[src/rtl/jtgng_ps2_keyev.sv]
// PS/2 keyboard front end: conditions the raw PS/2 lines, deframes bytes and
// folds E0/F0/E1 prefixes into a toggle-flagged 11-bit key event word.
module jtgng_ps2_keyev #(
   parameter int FILTER  = 8,
   parameter int TIMEOUT = 24000,
   parameter int TW      = 15
) (
   input  logic        clk,
   input  logic        rst,
   input  logic        ps2_clk,
   input  logic        ps2_data,
   output logic [10:0] ps2_key,
   output logic        key_valid,
   output logic        frame_err
);

   localparam int FW = $clog2(FILTER + 1);

   localparam logic [7:0] CODE_E1 = 8'hE1;
   localparam logic [7:0] CODE_E0 = 8'hE0;
   localparam logic [7:0] CODE_F0 = 8'hF0;
   localparam logic [7:0] CODE_AA = 8'hAA;
   localparam logic [7:0] CODE_FA = 8'hFA;
   localparam logic [7:0] CODE_EE = 8'hEE;
   localparam logic [7:0] CODE_FE = 8'hFE;

   typedef enum logic [1:0] {
      ST_IDLE,
      ST_DATA,
      ST_PARITY,
      ST_STOP
   } state_t;

   logic [1:0]    clk_sync, data_sync;
   logic          filt_clk, filt_clk_d;
   logic [FW-1:0] filt_cnt;
   logic          fe, sdata;

   state_t        state, state_nxt;
   logic [2:0]    bit_cnt;
   logic [7:0]    shreg, byte_q;
   logic          par_ok;
   logic [TW-1:0] to_cnt;
   logic          byte_rdy, rdy_nxt, err_nxt;

   logic          ext, brk;
   logic [2:0]    skip;

   // Both lines idle high, so the synchronizers and filter reset to 1.
   always_ff @(posedge clk) begin
      // NOTE: sequential state uses non-blocking assignments so every register
      // sees the pre-edge value of the others, independent of statement order.
      if (rst) begin
         clk_sync   <= 2'b11;
         data_sync  <= 2'b11;
         filt_clk   <= 1'b1;
         filt_clk_d <= 1'b1;
         filt_cnt   <= '0;
      end else begin
         clk_sync   <= {clk_sync[0], ps2_clk};
         data_sync  <= {data_sync[0], ps2_data};
         filt_clk_d <= filt_clk;
         if (clk_sync[1] == filt_clk) begin
            filt_cnt <= '0;
         end else if (filt_cnt == FW'(FILTER - 1)) begin
            filt_clk <= clk_sync[1];
            filt_cnt <= '0;
         end else begin
            filt_cnt <= filt_cnt + FW'(1);
         end
      end
   end

   assign fe    = filt_clk_d & ~filt_clk;
   assign sdata = data_sync[1];

   always_comb begin
      // NOTE: every output of this block gets a default first, so no path
      // through the case can leave a value unassigned and infer a latch.
      state_nxt = state;
      err_nxt   = 1'b0;
      rdy_nxt   = 1'b0;
      if (fe) begin
         case (state)
            ST_IDLE: begin
               if (!sdata) state_nxt = ST_DATA;
               else        err_nxt   = 1'b1;
            end
            ST_DATA: begin
               if (bit_cnt == 3'd7) state_nxt = ST_PARITY;
            end
            ST_PARITY: state_nxt = ST_STOP;
            default: begin
               if (sdata && par_ok) rdy_nxt = 1'b1;
               else                 err_nxt = 1'b1;
               state_nxt = ST_IDLE;
            end
         endcase
      end else if (state != ST_IDLE && to_cnt == TW'(TIMEOUT - 1)) begin
         state_nxt = ST_IDLE;
         err_nxt   = 1'b1;
      end
   end

   always_ff @(posedge clk) begin
      if (rst) begin
         state     <= ST_IDLE;
         bit_cnt   <= '0;
         shreg     <= '0;
         byte_q    <= '0;
         par_ok    <= 1'b0;
         to_cnt    <= '0;
         byte_rdy  <= 1'b0;
         frame_err <= 1'b0;
      end else begin
         state     <= state_nxt;
         byte_rdy  <= rdy_nxt;
         frame_err <= err_nxt;
         if (rdy_nxt) byte_q <= shreg;
         to_cnt <= (fe || state == ST_IDLE) ? '0 : to_cnt + TW'(1);
         if (fe) begin
            case (state)
               ST_IDLE:   bit_cnt <= '0;
               ST_DATA: begin
                  shreg   <= {sdata, shreg[7:1]};
                  bit_cnt <= bit_cnt + 3'd1;
               end
               ST_PARITY: par_ok <= ^{sdata, shreg};
               default:   ;
            endcase
         end
      end
   end

   // Only accepted bytes reach here, so rejected frames never touch the flags.
   always_ff @(posedge clk) begin
      if (rst) begin
         ps2_key   <= '0;
         key_valid <= 1'b0;
         ext       <= 1'b0;
         brk       <= 1'b0;
         skip      <= '0;
      end else begin
         key_valid <= 1'b0;
         if (byte_rdy) begin
            if (skip != 3'd0) begin
               skip <= skip - 3'd1;
            end else begin
               case (byte_q)
                  CODE_E1: begin
                     skip <= 3'd7;
                     ext  <= 1'b0;
                     brk  <= 1'b0;
                  end
                  CODE_E0: ext <= 1'b1;
                  CODE_F0: brk <= 1'b1;
                  CODE_AA, CODE_FA, CODE_EE, CODE_FE: begin
                     ext <= 1'b0;
                     brk <= 1'b0;
                  end
                  default: begin
                     ps2_key   <= {~ps2_key[10], ~brk, ext, byte_q};
                     key_valid <= 1'b1;
                     ext       <= 1'b0;
                     brk       <= 1'b0;
                  end
               endcase
            end
         end
      end
   end

endmodule

[config.mk]
export PLATFORM = sky130hd
export DESIGN_NAME = jtgng_ps2_keyev
export DESIGN_NICKNAME = d
export VERILOG_FILES = /design/src/rtl/jtgng_ps2_keyev.sv
export SDC_FILE = /design/constraint.sdc
export NUM_CORES = 1
export LEC_CHECK = 0
export CAP_MARGIN = 20
export CORE_MARGIN = 2
export CORE_UTILIZATION = 50
export CTS_BUF_LIST = sky130_fd_sc_hd__clkbuf_4 sky130_fd_sc_hd__clkbuf_8
export DETAILED_ROUTE_END_ITERATION = 6
export PLACE_DENSITY_LB_ADDON = 0.12
export REMOVE_ABC_BUFFERS = 1
export SLEW_MARGIN = 25
export SYNTH_ARGS = -nofsm -noshare
export SYNTH_HDL_FRONTEND = slang
export SYNTH_SLANG_ARGS = --single-unit
[constraint.sdc]
create_clock -name clk -period 2.15 [get_ports clk]
set_input_delay 0.3225 -clock clk [delete_from_list [all_inputs] [get_ports clk]]
set_output_delay 0.3225 -clock clk [all_outputs]
set_load 0.02 [all_outputs]
Yosys cells after proc, flatten, opt, wreduce, memory -nomap -nowiden. Index checks and enable logic that the tools add are counted.

Input port bits: 4. Output and inout port bits: 13. Register bits after elaboration: 66. Word-level logic and storage cells: 91.

Add/sub/neg operators: 4. Equal/unequal tests: 15. Reductions and logical operators: 25. Multiplexer cells: 19. Bitwise operators: 10.

Operators by type and width (count): 8-bit == test, second input constant (7); 15-bit by 1-bit adder with 15-bit output, second input constant (1); 15-bit == test, second input constant (1); 3-bit AND reduction (4); 2-bit AND reduction (5); 1-bit NOT (9); 3-bit OR reduction (3); 9-bit XOR reduction (1); 1-bit 2-to-1 mux (8); 2-bit 2-to-1 mux (4); 2-bit nonzero test (4); 7-bit OR reduction (1); 3-bit 2-to-1 mux (2); 3-bit inequality test, second input constant (2); 1-bit case mux with 2 select lines (3); 2-bit case mux with 3 select lines (1); 3-bit case mux with 2 select lines (1); 4-bit by 1-bit adder with 4-bit output, second input constant (1); 4-bit by 3-bit == test with 1-bit output, second input constant (1); 2-bit OR reduction (2); 3-bit by 1-bit adder with 3-bit output, second input constant (1); 3-bit == test, second input constant (1); 3-bit nonzero test (1); 3-bit by 1-bit subtractor with 3-bit output, second input constant (1); other kinds (7) (8).

Logic depth before layout (Yosys ltp). Gate-level depths: netlist (run 1).

Depth in word-level cells: 4. Depth in mapped cells: 7. Mapped depth without buffers: 6.

Least setup slack after synthesis (run 1). OpenSTA, ideal clock, no wires.

Path type: register to register. From: register skip[0]. To: register ps2_key[10]. Required time: 2029 ps. Arrival time: 1390 ps. Cell stages (with the launch flop): 7. Setup slack: 639 ps. Cell sequence: dfxtp_1 inv_1 ha_1 nand3b_1 a31o_2 a21oi_4 mux2_2.

Longest elaborated chain between the ends: 3.

RTL lines: from (decl) (RTL line 47) `logic [2:0] skip;`; from (signal assigned) (RTL line 147) `skip <= skip - 3'd1;`; 3-bit nonzero test (RTL line 146) `if (skip != 3'd0) begin`; 1-bit NOT (no source line); 3-bit AND reduction (no source line); to (signal assigned) (RTL line 162) `ps2_key <= {~ps2_key[10], ~brk, ext, byte_q};`; to (decl) (RTL line 12) `output logic [10:0] ps2_key,`.

Every way passes these cells. A chain may end at the register's enable or synchronous reset.

Final worst setup path (run 1).
From: register skip[0]. To: register ps2_key[3].

The elaborated chain is that of the path after synthesis.

==> metrics.cfg, run 1 <==
[clock_network]
cts_tree=yes
clockBufferDepth=2
clk_pin_slew_ns=0.07
cts_resized=0
postCtsSetupRepairBufs=0
cts.sinks=66
clk_root_buffer_cell=clkbuf_8
clk_latency_ns=0.33
numCtsBuffers=9
cts_hold_buf=0
cts_max_level=3

[drt]
wirelength_um=4786
dr.pass1.iters=4
antenna_left=0
vias_per_cell=5.115
wire_per_inst_um=11.99
via_count=2041
drt_iter0_markers=72
post-route-drc-count=0

[worst_setup_path]
critPathMaxStageDelay_ns=0.32
end_kind=flip-flop
crit_arrival_ns=1.92
crit_path_max_fanout=8
required_ns=2.41
crit_path_cell_trace=inv_1 -> ha_1 -> nand3b_1 -> a31o_2 -> a21oi_4 -> buf_4 -> mux2i_1
reg2reg_from=skip[0]
path_class=reg -> reg
cp-startpoint=skip[0]
startpoint_type=flip-flop
crit_path_top_delay_cell=dfxtp_1

[placed_design]
port_buffers=16
place.detailed.hpwl_um=3339
gp_congestion=0.7410

[layout]
final_nets=339
num_antenna_cells=0
utilization_pct=58.79
drive_gt1_share_pct=9.480
area_growth_pct=13.47

[power]
leakage_nw=1.207
power_density_nw_per_um2=683.6
power_mw=2.227
ir_drop_mv=0.4898

[timing]
relSlewSlack_pct=67.28
fin_crit_sh_pct=77.40
tns_ns=0
fmax_ghz=0.6009
max_slew.worst_pin.slew_ns=0.4908
finalHoldViolCount=0
final-setup-viol-count=0
hold_ws_ns=0.3883
rsz0062_at_grt=no
fin_skew_ns=0.005402
period_minus_slack_ns=1.664
maxSlewViolCount=0

[floorplan]
die-area_um2=6362
die_w_um=79.77
die_h_um=79.77
rows=27
core-area_um2=5540
start_util_pct=51.81
ioPinCount=17

[synth]
yosysTopAreaCell=dfxtp_1
synth_area_leaders=dfxtp_1, mux2i_1, ha_1
ys.flop_type=dfxtp_1
synth-seq-area-share_pct=46.03
ys_types=41
ys_seq_elements=66
syn_inst=306
ys_async_sr_fraction_pct=0
avgSynthCellArea_um2=9.380
netlist.area_leader.share_pct=46.03
synth_edf_count=0
yosysWarningCount=0
syn-cell-area_um2=2870

[global_route]
grt_pass1_vias=1918
grt_antenna_before_repair=0
track_usage_pct=16.84
grt_overflow=0
grt_max_degree=50
grt_pass1_wl_um=8335

[flow_run]
drv_cap=0

[hold_path]
min-delay-start=rst
hold_class=in -> reg

[run_status]
status=finished, final reports clean

[power breakdown]
| group | switching, mW | internal [mW] | total, mW |
|---|---|---|---|
| registers | 0.00247 | 1.23 | 1.23 |
| logic | 0.0192 | 0.0171 | 0.0363 |
| clock network | 0.432 | 0.529 | 0.961 |
| total | 0.454 | 1.77 | 2.23 |
[flip-flops by register name, summed over array words and instances (netlist names), 2 cells and up]
signal / flops
byte_q: 8
skip: 3
bit_cnt: 3
ps2_key: 11
data_sync: 2
filt_cnt: 4
shreg: 8
clk_sync: 2
state: 2
to_cnt: 15
[area by class of cell]
class	count	area, um2
multi-input cells	220	1458
clock buffers	10	131.4
clock inverters	4	45.04
fillers	509	2283
flip-flops and latches	66	1321
well taps	72	90.09
repair buffers	20	185.2
inverters	7	26.28
[layout by cell type (no fill, tap or decap), types with 3 or more instances in the layout]
cell and instances:
or3_1 6, ha_1 11, xnor2_1 11, nor3_1 5, nand3_1 4, nor4_1 4
o21ai_0 7, nor2b_1 5, xor2_1 7, or2_2 6, clkdlybuf4s50_1 15, clkinv_2 3
nand2_1 25, and3_1 3, nand2b_1 20, dfxtp_1 66, nor2_1 32, nand3b_1 6
nand4_1 5, inv_1 7, mux2i_1 19, a21oi_1 18, buf_4 4, a311oi_1 3
clkbuf_8 9
[synthesized netlist by cell type (4+ instances only)]
library cell and n:
dfxtp_1 66, nor2_1 32, nand2_1 25, nand2b_1 20, mux2i_1 19, a21oi_1 18, ha_1 11, xnor2_1 11
clkbuf_1 8, inv_1 7, o21ai_0 7, xor2_1 7, nand3b_1 6, or2_2 6, or3_1 6, nand4_1 5
nor2b_1 5, nor3_1 5, buf_2 4, nand3_1 4, nor4_1 4
[worst max-delay path: cells and delay by family (launching register included)]
family	cells	cell delay (ns)
AO/OA/AOI/OAI	2	0.46
flip-flops	1	0.32
buffers and inverters	2	0.30
adder cells (fa/ha/maj)	1	0.18
multiplexers	1	0.20
AND/OR/NAND/NOR	1	0.14
[path summary, 6_finish.rpt]
kind / to / slack [ns] / cells after the start
setup / recovery: ps2_key[3] / 0.49 / 7
hold reg to reg: data_sync[1] / 0.41 / 1
setup reg to reg: ps2_key[3] / 0.49 / 7
hold / removal: shreg[3] / 0.39 / 3
[cell families (layout without fill, tap and decap cells)]
logic type | count (synthesis) | in the layout | synth area share (%)
AO/OA/AOI/OAI | 39 | 39 | 8.588
XOR/XNOR | 19 | 19 | 6.277
adder cells (fa/ha/maj) | 11 | 11 | 4.795
buffers and inverters | 20 | 41 | 3.182
flip-flops | 66 | 66 | 46.03
multiplexers | 21 | 21 | 7.410
AND/OR/NAND/NOR | 130 | 130 | 23.71
[layer usage]
| layer | up-vias | routed length [um] | track usage, % |
|---|---|---|---|
| met2 | 32 | 2261 | 28.15 |
| met3 | 11 | 146 | 3.733 |
| met4 | 0 | 113 | 9.831 |
| met5 | - | 0 | 0 |
| met1 | 917 | 2264 | 19.77 |
| li1 | 1081 | - | - |
[metrics by stage]
stage / instance area, um2 / setup WS (ns) / cells
2_1_floorplan: 2805 / 0.4312 / 293
3_3_place_gp: 3080 / 0.5294 / 385
3_5_place_dp: 3080 / 0.4979 / 385
4_1_cts: 3257 / 0.4740 / 399
5_1_grt: 3257 / 0.3389 / 399
6_report: 3257 / 0.4858 / 399
No activity file was read; power rests on OpenSTA's default activity.
==> inputs of run 2 (changes only) <==
- clock period: 2.15 -> 1.72 ns (I/O delays scaled with it)
==> metrics.cfg, run 2 (same netlist as run 1, synthesis figures left out) <==
[clock_network]
cts_hold_buf=0  ; unchanged
cts.sinks=66  ; unchanged
cts_max_level=3  ; unchanged
clk_pin_slew_ns=0.07  ; about the same
cts_tree=yes  ; unchanged
clk_latency_ns=0.33  ; about the same
numCtsBuffers=9  ; unchanged
clockBufferDepth=2  ; unchanged
clk_root_buffer_cell=clkbuf_8  ; unchanged

[drt]
vias_per_cell=5.175  ; was 5.115
dr.pass1.iters=4  ; unchanged
post-route-drc-count=0  ; unchanged
antenna_left=0  ; unchanged
via_count=2096  ; was 2,041
wire_per_inst_um=12.44  ; was 11.99 um
wirelength_um=5037  ; was 4786 um
drt_iter0_markers=80  ; was 72

[layout]
final_common_cell=dfxtp_1  ; unchanged
final_nets=343  ; was 339
largest_reg_flops=15  ; unchanged
num_antenna_cells=0  ; unchanged
area_growth_pct=18.70  ; was 13.47%
largest_register=to_cnt  ; unchanged
layout_common_cells=dfxtp_1, nor2_1, nand2_1  ; unchanged
drive_gt1_share_pct=12.31  ; was 9.480%
fin_cells=405  ; was 399
reg.largest.list=to_cnt (15), ps2_key (11)  ; unchanged
fillers=491  ; was 509

[timing]
hold_ws_ns=0.3607  ; was 0.3883 ns
period_minus_slack_ns=1.626  ; was 1.664 ns
fin_crit_sh_pct=94.53  ; was 77.40%
timing.final.ws_setup_ns=0.09409  ; was 0.4858 ns
max_slew.worst_pin.slew_ns=0.3832  ; was 0.4908 ns
finalHoldViolCount=0  ; unchanged
final-setup-viol-count=0  ; unchanged
tns_ns=0  ; unchanged
relSlewSlack_pct=74.22  ; was 67.28%
fin_skew_ns=0.006639  ; was 0.005402 ns
fmax_ghz=0.6150  ; was 0.6009 GHz
maxSlewViolCount=0  ; unchanged

[global_route]
grt_overflow=0  ; unchanged
grt_pass1_wl_um=8583  ; was 8335 um
grt_max_degree=29  ; was 50
track_usage_pct=17.59  ; was 16.84%
grt_antenna_before_repair=0  ; unchanged
grt_pass1_vias=1950  ; was 1,918

[placed_design]
dp_slack_ns=0.08628  ; was 0.4979 ns
gp_congestion=0.7012  ; was 0.7410
place.detailed.hpwl_um=3468  ; was 3339 um
dp.cells=388  ; was 385
port_buffers=16  ; unchanged

[power]
leakage_nw=1.277  ; was 1.207 nW
ir_drop_mv=0.5898  ; was 0.4898 mV
power_density_nw_per_um2=970.1  ; was 683.6 nW/um2
power_mw=3.305  ; was 2.227 mW

[worst_setup_path]
crit_path_max_fanout=5  ; was 8
required_ns=1.93  ; was 2.41 ns
startpoint_type=flip-flop  ; unchanged
reg2reg_from=skip[1]  ; was skip[0]
reg2reg_slack_ns=0.09  ; was 0.49 ns
end_kind=flip-flop  ; unchanged
critPathMaxStageDelay_ns=0.36  ; was 0.32 ns
crit_path_top_delay_cell=mux2_2  ; was dfxtp_1
crit_arrival_ns=1.84  ; was 1.92 ns
crit_path_cell_trace=inv_1 -> ha_2 -> nand3b_1 -> a31o_2 -> a21oi_4 -> mux2_2  ; was inv_1 -> ha_1 -> nand3b_1 -> a31o_2 -> a21oi_4 -> buf_4 -> mux2i_1
cp-startpoint=skip[1]  ; was skip[0]
path_class=reg -> reg  ; unchanged

[hold_path]
hold_class=in -> reg  ; unchanged
min-delay-start=rst  ; unchanged

[floorplan]
die-area_um2=6362  ; unchanged
rows=27  ; unchanged
die_h_um=79.77  ; unchanged
core-area_um2=5540  ; unchanged
start_util_pct=51.81  ; unchanged
ioPinCount=17  ; unchanged
die_w_um=79.77  ; unchanged

[run_status]
status=finished, final reports clean  ; unchanged

[flow_run]
drv_cap=0  ; unchanged

## run 2: through the flow
step / cell area, um2 / util, %
after floorplan: 2805 / -
after global placement: 3115 / 56.23
after detailed placement: 3115 / 56.23
after CTS: 3386 / 61.11
after global routing: 3407 / 61.50
final: 3407 / 61.50
## run 2: repair_timing
action                                  in CTS  in global routing
resized for setup                            0                  5
endpoints found under the setup margin       0                 16
setup buffers                                0                  1
## run 2: worst max-delay path: cells and delay by family (launching register included)
kind                     cells  cell delay [ns]
multiplexers                 1             0.36
adder cells (fa/ha/maj)      1             0.19
flip-flops                   1             0.31
AO/OA/AOI/OAI                2             0.46
AND/OR/NAND/NOR              1             0.11
buffers and inverters        1             0.08
## run 2: cell type report
type | instances | area [um2] | area share [%]
multi-input combinational | 220 | 1468 | 43.08
tap | 72 | 90.09 | 2.644
clock inverter | 5 | 125.1 | 3.672
inverter | 7 | 26.28 | 0.7712
sequential | 66 | 1321 | 38.78
clock buffer | 11 | 145.1 | 4.260
timing repair buffer | 24 | 231.5 | 6.794
## run 2: worst paths after layout
check                                    to  cells after the start
worst max register to register  ps2_key[10]                      6
worst min-delay path                skip[2]                      2
worst min register to register  clk_sync[1]                      1
worst max-delay path            ps2_key[10]                      6
## run 2: where the power goes
part           internal (mW)  switching [mW]
logic                 0.0243          0.0254
clock network           1.16           0.556
registers               1.53         0.00334
## run 2: metal layers
| layer | GRT usage (%) | up-vias | routed length [um] |
|---|---|---|---|
| li1 | - | 1092 | - |
| met1 | 21.42 | 971 | 2512 |
| met2 | 28.91 | 25 | 2348 |
| met3 | 4.186 | 8 | 109 |
| met4 | 8.983 | 0 | 66 |
| met5 | 0 | - | 0 |
